<file path="src/rtl/mult_sched.sv">
// Round-robin scheduler sharing one pipelined multiplier among NUM_REQ ports, with a credit-checked result FIFO.
// Define MULT_SCHED_SQUASH_EN to add the squash port (flush of in-flight and buffered results).
module mult_sched #(
  parameter int XLEN      = 32,
  parameter int NUM_STAGE = 4,
  parameter int NUM_REQ   = 4,
  parameter int TAG_W     = 6,
  parameter int RES_DEPTH = 6
) (
  input  logic                     clock,
  input  logic                     reset_n,
  input  logic [NUM_REQ-1:0]       req_valid,
  input  logic [2*NUM_REQ-1:0]     req_op,
  input  logic [XLEN*NUM_REQ-1:0]  req_op1,
  input  logic [XLEN*NUM_REQ-1:0]  req_op2,
  input  logic [TAG_W*NUM_REQ-1:0] req_tag,
  output logic [NUM_REQ-1:0]       req_grant,
  output logic                     mult_reset,
  output logic                     mult_start,
  output logic [1:0]               mult_sign,
  output logic [XLEN-1:0]          mult_mcand,
  output logic [XLEN-1:0]          mult_mplier,
  input  logic [2*XLEN-1:0]        mult_product,
  input  logic                     mult_done,
  output logic                     res_valid,
  output logic [XLEN-1:0]          res_value,
  output logic [TAG_W-1:0]         res_tag,
  input  logic                     res_ready
`ifdef MULT_SCHED_SQUASH_EN
  ,
  input  logic                     squash
`endif
);

  localparam int PTR_W  = (NUM_REQ > 1) ? $clog2(NUM_REQ) : 1;
  localparam int CNT_W  = $clog2(RES_DEPTH + 1);
  localparam int FPTR_W = (RES_DEPTH > 1) ? $clog2(RES_DEPTH) : 1;

  logic squash_w;
`ifdef MULT_SCHED_SQUASH_EN
  assign squash_w = squash;
`else
  assign squash_w = 1'b0;
`endif

  logic [PTR_W-1:0]  rr_ptr_reg, grant_idx, cand_idx;
  logic              grant_found, arb_en, rst_hold_reg;
  logic [1:0]        grant_op;
  logic [XLEN-1:0]   grant_op1, grant_op2;
  logic [TAG_W-1:0]  grant_tag;
  logic [CNT_W-1:0]  fifo_count_reg, fifo_count_next, inflight_reg, inflight_next;
  logic [CNT_W:0]    occupied;

  function automatic logic [1:0] sign_of(input logic [1:0] op);
    case (op)
      2'd2:    sign_of = 2'b01;
      2'd3:    sign_of = 2'b00;
      default: sign_of = 2'b11;
    endcase
  endfunction

  function automatic logic [FPTR_W-1:0] ptr_inc(input logic [FPTR_W-1:0] p);
    ptr_inc = (p == FPTR_W'(RES_DEPTH - 1)) ? '0 : p + FPTR_W'(1);
  endfunction

  // Registered counts only: a dequeue frees its credit for the following cycle.
  assign occupied = {1'b0, fifo_count_reg} + {1'b0, inflight_reg};
  assign arb_en   = reset_n && !squash_w && (occupied < (CNT_W+1)'(RES_DEPTH));

  always_comb begin
    grant_found = 1'b0;
    grant_idx   = '0;
    cand_idx    = '0;
    req_grant   = '0;
    for (int i = 0; i < NUM_REQ; i++) begin
      cand_idx = PTR_W'((int'(rr_ptr_reg) + 1 + i) % NUM_REQ);
      if (arb_en && !grant_found && req_valid[cand_idx]) begin
        grant_found = 1'b1;
        grant_idx   = cand_idx;
      end
    end
    if (grant_found) req_grant[grant_idx] = 1'b1;
  end

  assign grant_op  = req_op[int'(grant_idx)*2 +: 2];
  assign grant_op1 = req_op1[int'(grant_idx)*XLEN +: XLEN];
  assign grant_op2 = req_op2[int'(grant_idx)*XLEN +: XLEN];
  assign grant_tag = req_tag[int'(grant_idx)*TAG_W +: TAG_W];

  always_ff @(posedge clock or negedge reset_n) begin
    if (!reset_n) begin
      rr_ptr_reg   <= PTR_W'(NUM_REQ - 1);
      rst_hold_reg <= 1'b1;
      mult_start   <= 1'b0;
      mult_sign    <= 2'b00;
      mult_mcand   <= '0;
      mult_mplier  <= '0;
    end else begin
      rst_hold_reg <= 1'b0;
      mult_start   <= grant_found;
      if (grant_found) begin
        rr_ptr_reg  <= grant_idx;
        mult_sign   <= sign_of(grant_op);
        mult_mcand  <= grant_op1;
        mult_mplier <= grant_op2;
      end
    end
  end

  // Squash resets the multiplier at the same edge the shadow pipe is cleared.
  assign mult_reset = rst_hold_reg | squash_w;

  logic [NUM_STAGE:0]             sh_valid_reg;
  logic [NUM_STAGE:0][1:0]        sh_op_reg;
  logic [NUM_STAGE:0][TAG_W-1:0]  sh_tag_reg;
  logic                           tail_valid, capture, deq;
  logic [XLEN-1:0]                tail_value;

  always_ff @(posedge clock or negedge reset_n) begin
    if (!reset_n)      sh_valid_reg <= '0;
    else if (squash_w) sh_valid_reg <= '0;
    else               sh_valid_reg <= {sh_valid_reg[NUM_STAGE-1:0], grant_found};
  end

  always_ff @(posedge clock) begin
    sh_op_reg  <= {sh_op_reg[NUM_STAGE-1:0], grant_op};
    sh_tag_reg <= {sh_tag_reg[NUM_STAGE-1:0], grant_tag};
  end

  assign tail_valid = sh_valid_reg[NUM_STAGE];
  assign capture    = tail_valid && !squash_w;
  assign tail_value = (sh_op_reg[NUM_STAGE] == 2'd0) ? mult_product[XLEN-1:0]
                                                     : mult_product[2*XLEN-1:XLEN];

  logic [XLEN-1:0]   fifo_value_mem [RES_DEPTH];
  logic [TAG_W-1:0]  fifo_tag_mem   [RES_DEPTH];
  logic [FPTR_W-1:0] wr_ptr_reg, rd_ptr_reg;

  always_ff @(posedge clock) begin
    if (capture) begin
      fifo_value_mem[wr_ptr_reg] <= tail_value;
      fifo_tag_mem[wr_ptr_reg]   <= sh_tag_reg[NUM_STAGE];
    end
  end

  assign res_valid = (fifo_count_reg != '0);
  assign res_value = res_valid ? fifo_value_mem[rd_ptr_reg] : '0;
  assign res_tag   = res_valid ? fifo_tag_mem[rd_ptr_reg] : '0;
  assign deq       = res_valid && res_ready;

  always_comb begin
    fifo_count_next = fifo_count_reg;
    inflight_next   = inflight_reg;
    if (capture && !deq)      fifo_count_next = fifo_count_reg + CNT_W'(1);
    else if (!capture && deq) fifo_count_next = fifo_count_reg - CNT_W'(1);
    if (grant_found && !capture)      inflight_next = inflight_reg + CNT_W'(1);
    else if (!grant_found && capture) inflight_next = inflight_reg - CNT_W'(1);
    if (squash_w) begin
      fifo_count_next = '0;
      inflight_next   = '0;
    end
  end

  always_ff @(posedge clock or negedge reset_n) begin
    if (!reset_n) begin
      fifo_count_reg <= '0;
      inflight_reg   <= '0;
      wr_ptr_reg     <= '0;
      rd_ptr_reg     <= '0;
    end else begin
      fifo_count_reg <= fifo_count_next;
      inflight_reg   <= inflight_next;
      if (squash_w) begin
        wr_ptr_reg <= '0;
        rd_ptr_reg <= '0;
      end else begin
        if (capture) wr_ptr_reg <= ptr_inc(wr_ptr_reg);
        if (deq)     rd_ptr_reg <= ptr_inc(rd_ptr_reg);
      end
    end
  end

  a_done_aligned: assert property (@(posedge clock) disable iff (!reset_n)
    mult_done == tail_valid);
  a_no_overflow: assert property (@(posedge clock) disable iff (!reset_n)
    !(capture && !deq && fifo_count_reg == CNT_W'(RES_DEPTH)));

endmodule

</file>
<file path="config.mk">
export PLATFORM = sky130hd
export DESIGN_NAME = mult_sched
export DESIGN_NICKNAME = d
export VERILOG_FILES = /design/src/rtl/mult_sched.sv
export SDC_FILE = /design/constraint.sdc
export NUM_CORES = 1
export LEC_CHECK = 0
export CORE_AREA = 2 2 231 233
export DETAILED_ROUTE_END_ITERATION = 8
export DIE_AREA = 0 0 233 235
export HOLD_SLACK_MARGIN = 0.15
export PLACE_DENSITY = 0.62
export SETUP_SLACK_MARGIN = 0.15
export SLEW_MARGIN = 20
export SYNTH_ARGS = -nofsm -noshare
export SYNTH_HDL_FRONTEND = slang
export SYNTH_SLANG_ARGS = --single-unit
</file>
<file path="constraint.sdc">
create_clock -name clock -period 13.9 [get_ports clock]
set_input_delay 2.78 -clock clock [delete_from_list [all_inputs] [get_ports clock]]
set_output_delay 2.78 -clock clock [all_outputs]
set_load 0.005 [all_outputs]
</file>
# After elaboration in Yosys (flattened, before gate mapping)
# Memories as Yosys holds them, arrays and structs flattened.
# Index checks and enable logic that the tools add are counted.
[totals]
ff_bits = 127
in_bits = 360
mem_count = 2
output_inout_bits = 111
elab_cells = 105
ram_bits = 228
[op_classes]
n_lt_le_gt_ge = 7
n_reduce_logical = 24
n_eq_ne = 4
n_mux = 31
addsub = 11
n_shift = 4
n_mul = 1
[memory_table]
columns = ["name", "depth", "width", "read_ports", "rd_clocked_by_memory_dff", "write_ports", "line", "source"]
rows = [
  ["fifo_value_mem", 6, 32, 1, 0, 1, "135", "logic [XLEN-1:0] fifo_value_mem [RES_DEPTH];"],
  ["fifo_tag_mem", 6, 6, 1, 0, 1, "136", "logic [TAG_W-1:0] fifo_tag_mem [RES_DEPTH];"],
]
[ops]
columns = ["operator", "n"]
rows = [
  ["variable part select 128 x 8 -> 32 bit", 2],
  ["2-to-1 mux 32 bit", 2],
  ["variable part select 24 x 6 -> 6 bit", 1],
  ["2-to-1 mux 3 bit", 6],
  ["< comparator 2 x 3 -> 1 bit (second input constant)", 5],
  ["logical AND 1 bit", 14],
  ["adder 3 x 1 -> 3 bit (second input constant)", 4],
  ["2-to-1 mux 1 bit", 11],
  ["binary-select mux 1 bit (select 2 bit)", 4],
  ["2-to-1 mux 2 bit", 4],
  ["variable part select 8 x 4 -> 2 bit", 1],
  ["adder 2 bit (second input constant)", 3],
  ["equality test 3 bit (second input constant)", 2],
  ["zero test 1 bit", 6],
  ["2-to-1 mux 6 bit", 1],
  ["subtractor 3 x 1 -> 3 bit (second input constant)", 2],
  ["adder 3 x 3 -> 4 bit", 1],
  ["equality test 2 bit (second input constant)", 2],
  ["< comparator 4 x 3 -> 1 bit (second input constant)", 1],
  ["multiplier 2 x 2 -> 4 bit (second input constant)", 1],
  ["2-to-1 mux 4 bit", 1],
  ["case mux 2 bit (2 select lines)", 1],
  ["nonzero test 2 bit", 2],
  ["nonzero test 3 bit", 1],
  ["4 further kinds", 4],
]

# Longest topological paths before layout
[depth]
word_depth = 22
ltp_mapped = 14
mapped_depth_nobuf = 13

# Worst setup path before layout
# Ideal clock, no wire load.
[synth_path]
path_type = "input -> output"
start = "input reset_n"
end = "output req_grant[0]"
slack_ns = 7.251
cell_stages = 7
t_required_ns = 11.120
n_path_buf = 2
arrival_time_ns = 3.869
cell_sequence = "nor2b_1 -> o21ai_0 -> nand2b_1 -> a21o_1 -> buf_2 -> clkbuf_1 -> nor3_1"
[synth_between]
elab_chain_cells = 20
elab_cells_between_ends = 25
cone_classes = "order compare (2); mux (11); reduce/logical (12)"
[synth_rtl]
columns = ["item", "line", "source"]
rows = [
  ["start: declaration", "11", "input logic reset_n,"],
  ["logical AND 1 bit *", "68", "assign arb_en = reset_n && !squash_w && (occupied < (CNT_W+1)'(RES_DEPTH));"],
  ["logical AND 1 bit", "77", "if (arb_en && !grant_found && req_valid[cand_idx]) begin"],
  ["2-to-1 mux 1 bit", "77", ""],
  ["zero test 1 bit", "77", ""],
  ["logical AND 1 bit (2 in a row)", "77", ""],
  ["2-to-1 mux 1 bit", "77", ""],
  ["zero test 1 bit", "77", ""],
  ["logical AND 1 bit (2 in a row)", "77", ""],
  ["2-to-1 mux 1 bit", "77", ""],
  ["zero test 1 bit", "77", ""],
  ["logical AND 1 bit (2 in a row)", "77", ""],
  ["2-to-1 mux 2 bit", "77", ""],
  ["< comparator 2 x 3 -> 1 bit (implied by the code) / >= comparator 2 x 1 -> 1 bit (equally long branches)", "82", "if (grant_found) req_grant[grant_idx] = 1'b1;"],
  ["logical AND 1 bit (implied by the code)", "82", ""],
  ["2-to-1 mux 1 bit (implied by the code)", "82", ""],
  ["demux 1 bit (select 2 bit)", "82", ""],
  ["2-to-1 mux 4 bit *", "82", ""],
  ["end: declaration", "17", "output logic [NUM_REQ-1:0] req_grant,"],
]
# Every way passes the cells marked *; elsewhere a longest branch is shown, timed or not.

# Final worst setup path
[layout_path]
start = "input req_valid[1]"
end = "output req_grant[3]"
[layout_between]
elab_chain_cells = 21
elab_cells_between_ends = 32
cone_classes = "order compare (2); mux (19); reduce/logical (11)"
[layout_rtl]
columns = ["item", "line", "source"]
rows = [
  ["start: declaration", "12", "input logic [NUM_REQ-1:0] req_valid,"],
  ["binary-select mux 1 bit (select 2 bit)", "77", ""],
  ["2-to-1 mux 1 bit (implied by the code)", "77", ""],
  ["logical AND 1 bit", "77", ""],
  ["2-to-1 mux 1 bit", "77", ""],
  ["zero test 1 bit", "77", ""],
  ["logical AND 1 bit (2 in a row)", "77", ""],
  ["2-to-1 mux 1 bit", "77", ""],
  ["zero test 1 bit", "77", ""],
  ["[3 not listed]", "n/a", ""],
  ["zero test 1 bit", "77", ""],
  ["logical AND 1 bit (2 in a row)", "77", ""],
  ["2-to-1 mux 2 bit", "77", ""],
  ["< comparator 2 x 3 -> 1 bit (implied by the code) / >= comparator 2 x 1 -> 1 bit (equally long branches)", "82", ""],
  ["logical AND 1 bit (implied by the code)", "82", ""],
  ["2-to-1 mux 1 bit (implied by the code)", "82", ""],
  ["demux 1 bit (select 2 bit)", "82", ""],
  ["2-to-1 mux 4 bit *", "82", ""],
]
# Every way passes the cells marked *; elsewhere a longest branch is shown, timed or not. The select of a mux whose other input is x is not followed.

==> reports/metrics.yaml <==
worst_ep_arrival_time_ps: 6210
syn_area_sq_mm: 0.0155
post-route-period-util_pct: 64.7
overflow: 0
fin_util_pct: 42.3
hold_class: "reg -> reg"
drt_iter0_markers: 506
rsz0062_at_grt: "no"
layout-drive-gt1-share_pct: 17.3
fp.dieW_um: 233
cts_tree: "done"
detail_route.first_pass.iterations: 5
holdBufCountCts: 0
cts-root-buf: "clkbuf_16"
ir_worst_vdd_uv: 78.5
postCtsSetupBuffers: 0
routedWlPerCell_um: 21.6
grt_max_degree: 75
pre_cts_ws_ps: 4950
largestRegisters: "fifo_value_mem x192, fifo_tag_mem x36"
syn_nets: 1461
top_register: "fifo_value_mem"
cts_made_buffers: 39
cts.sinks: 354
status: "completed"
synth_top_area_share_pct: 44.1
clock_skew_ps: 19.6
hpwlAfterDp_um: 33500
drv_cap: 0
postSynth.asyncResetShare_pct: 24.3
hold_depth: 0
ys_ff_latch: 354
antenna_found_initial: 18
vias: 11000
wl_met3_um: 3930
grt_use_total_pct: 17.8
cts_max_path_buffers: 3
met2_length_um: 25600
path_max_fanout: 56
met1_length_um: 17900
grt_pass1_vias: 11900
wirelength_um: 49000
power.density_mw_per_mm2: 104
synth_edf_count: 228
setup_slack_ps: 4910
clock_latency_ps: 550
synth_largest_area_cell: "edfxtp_1"
nets: 1907
slew_viol_final: 0
num_rows: 84
p_leak_nw: 8.06
critPathKind: "in -> out"
setup_viol: 0
cts.clk_slew.worst_paths_ps: 60
postSynthAreaPerCell_sq_um: 14.2
r2r-start: "fifo_count_reg[0]$_DFFE_PN0P_"
vias_per_cell: 4.87
startpoint_type: "input port"
port_buffers: 469
die_h_um: 235
dieArea_sq_mm: 0.0548
reg2regPathDepth: 10
ys.flop_type: "edfxtp_1"
yosysUniqueCellTypes: 47
startpoint: "req_valid[1]"
fmax_mhz: 111
synthTopCellsByArea: "edfxtp_1 (44%), dfrtp_1 (13%), mux2_2 (7.0%)"
remaining_drc_errors: 0
postRouteAntennaNets: 0
top_layer: "met5"
place_congestion: 0.868
hold_start: "sh_tag_reg[8]$_DFF_P_"
io_pins: 471
tightest_slew_ps: 1030
yosys_warnings: 0
fin_setup_tns_ps: 0
htree_num_levels: 2
fin_crit_ps: 8990
hold_violations: 0
core_sq_mm: 0.0522
initial_core_util_pct: 29.7
ys_seq_area_share_pct: 63.1
largest_register_ff_count: 192
required_ps: 11120
endpoint_kind: "primary output"
relSlewSlack_pct: 31.6
cts_resized: 0
grt_pass1_wl_um: 72900
syn_inst: 1094
syn2layout_area_growth_pct: 42.1
==> per-stage QoR <==
step | total power, mW | hold WS, ps | instance area (sq um) | cells
after floorplan | 1.19 | 310 | 15500 | 1094
after global placement | 1.32 | 313 | 20800 | 2187
after detailed placement | 1.32 | 312 | 20800 | 2187
after CTS | 2.33 | 317 | 22100 | 2253
after global routing | 2.38 | 320 | 22100 | 2262
final | 2.29 | 318 | 22100 | 2265
==> worst max-delay path, cell delays in order <==
cell and delay (ps):
clkdlybuf4s50_1 500, and3_1 190, a31oi_1 230, and2_1 740, and3_4 1000, clkdlybuf4s50_1 670
==> routing by layer <==
metal,vias to the layer above,global-route usage (%)
li1,5055,-
met2,404,31.8
met1,5478,19.5
met3,81,5.61
met5,-,0
met4,2,7.10
==> area by class of cell <==
class | instances | area [sq um]
Multi-Input combinational cell | 654 | 5340
Tap cell | 688 | 861
Fill cell | 4820 | 30200
Inverter | 6 | 22.5
Clock inverter | 15 | 168
Timing Repair Buffer | 485 | 4810
Sequential cell | 354 | 9810
Clock buffer | 51 | 1040
Antenna cell | 12 | 30.0
==> cells by family after synthesis <==
family	Yosys count	synth area share [%]
DFF	354	63.1
and+or+nand+nor	250	6.53
AOI/OAI and AO/OA	214	11.2
muxes	174	15.0
buffers and inverters	86	2.96
xor gates and xnor gates	8	0.451
adders and majority gates	7	0.709
other	1	0.0241
==> cell usage after synthesis (all sizes together) (5+ instances only) <==
| cell type | count |
|---|---|
| mux4 | 38 |
| dfrtp | 83 |
| a21oi | 69 |
| o21ai | 16 |
| nor2 | 110 |
| nor3 | 5 |
| a22o | 9 |
| buf | 44 |
| mux2i | 39 |
| a31oi | 19 |
| mux2 | 97 |
| clkbuf | 36 |
| a211oi | 38 |
| edfxtp | 228 |
| xor2 | 5 |
| a221oi | 55 |
| and2 | 5 |
| dfxtp | 40 |
| inv | 5 |
| nand2 | 111 |
==> layout by cell type, fill, tap and decap left out, types with 7 or more instances in the layout <==
master / n
mux2i_1: 39
a22o_1: 9
a221oi_1: 15
edfxtp_1: 228
clkbuf_16: 40
mux2_2: 97
nor2_1: 109
nand2_1: 110
clkdlybuf4s50_1: 468
a211oi_1: 38
o21ai_0: 16
dfrtp_1: 80
a221oi_2: 40
diode_2: 12
a21oi_1: 62
a31oi_1: 19
clkbuf_1: 11
buf_4: 17
a21oi_2: 7
dfxtp_1: 40
mux4_2: 38
==> where the power goes <==
part | internal [mW] | switching [mW] | total [mW] | leakage, nW
Combinational | 0.108 | 0.0541 | 0.162 | 3.93
Sequential | 1.13 | 0.00243 | 1.13 | 3.56
Clock | 0.584 | 0.412 | 0.996 | 0.580
Total | 1.82 | 0.469 | 2.29 | 8.06
==> final timing paths <==
path                                             end  slack [ps]
setup reg to reg               sh_tag_reg[2]$_DFF_P_       10210
hold / removal                sh_tag_reg[14]$_DFF_P_         320
setup / recovery                        req_grant[3]        4910
min in group asynchronous  rd_ptr_reg[1]$_DFFE_PN0P_        2230
hold reg to reg               sh_tag_reg[14]$_DFF_P_         320
max in group asynchronous  sh_valid_reg[2]$_DFF_PN0_       10490
Power figures use the tool's default switching activity.
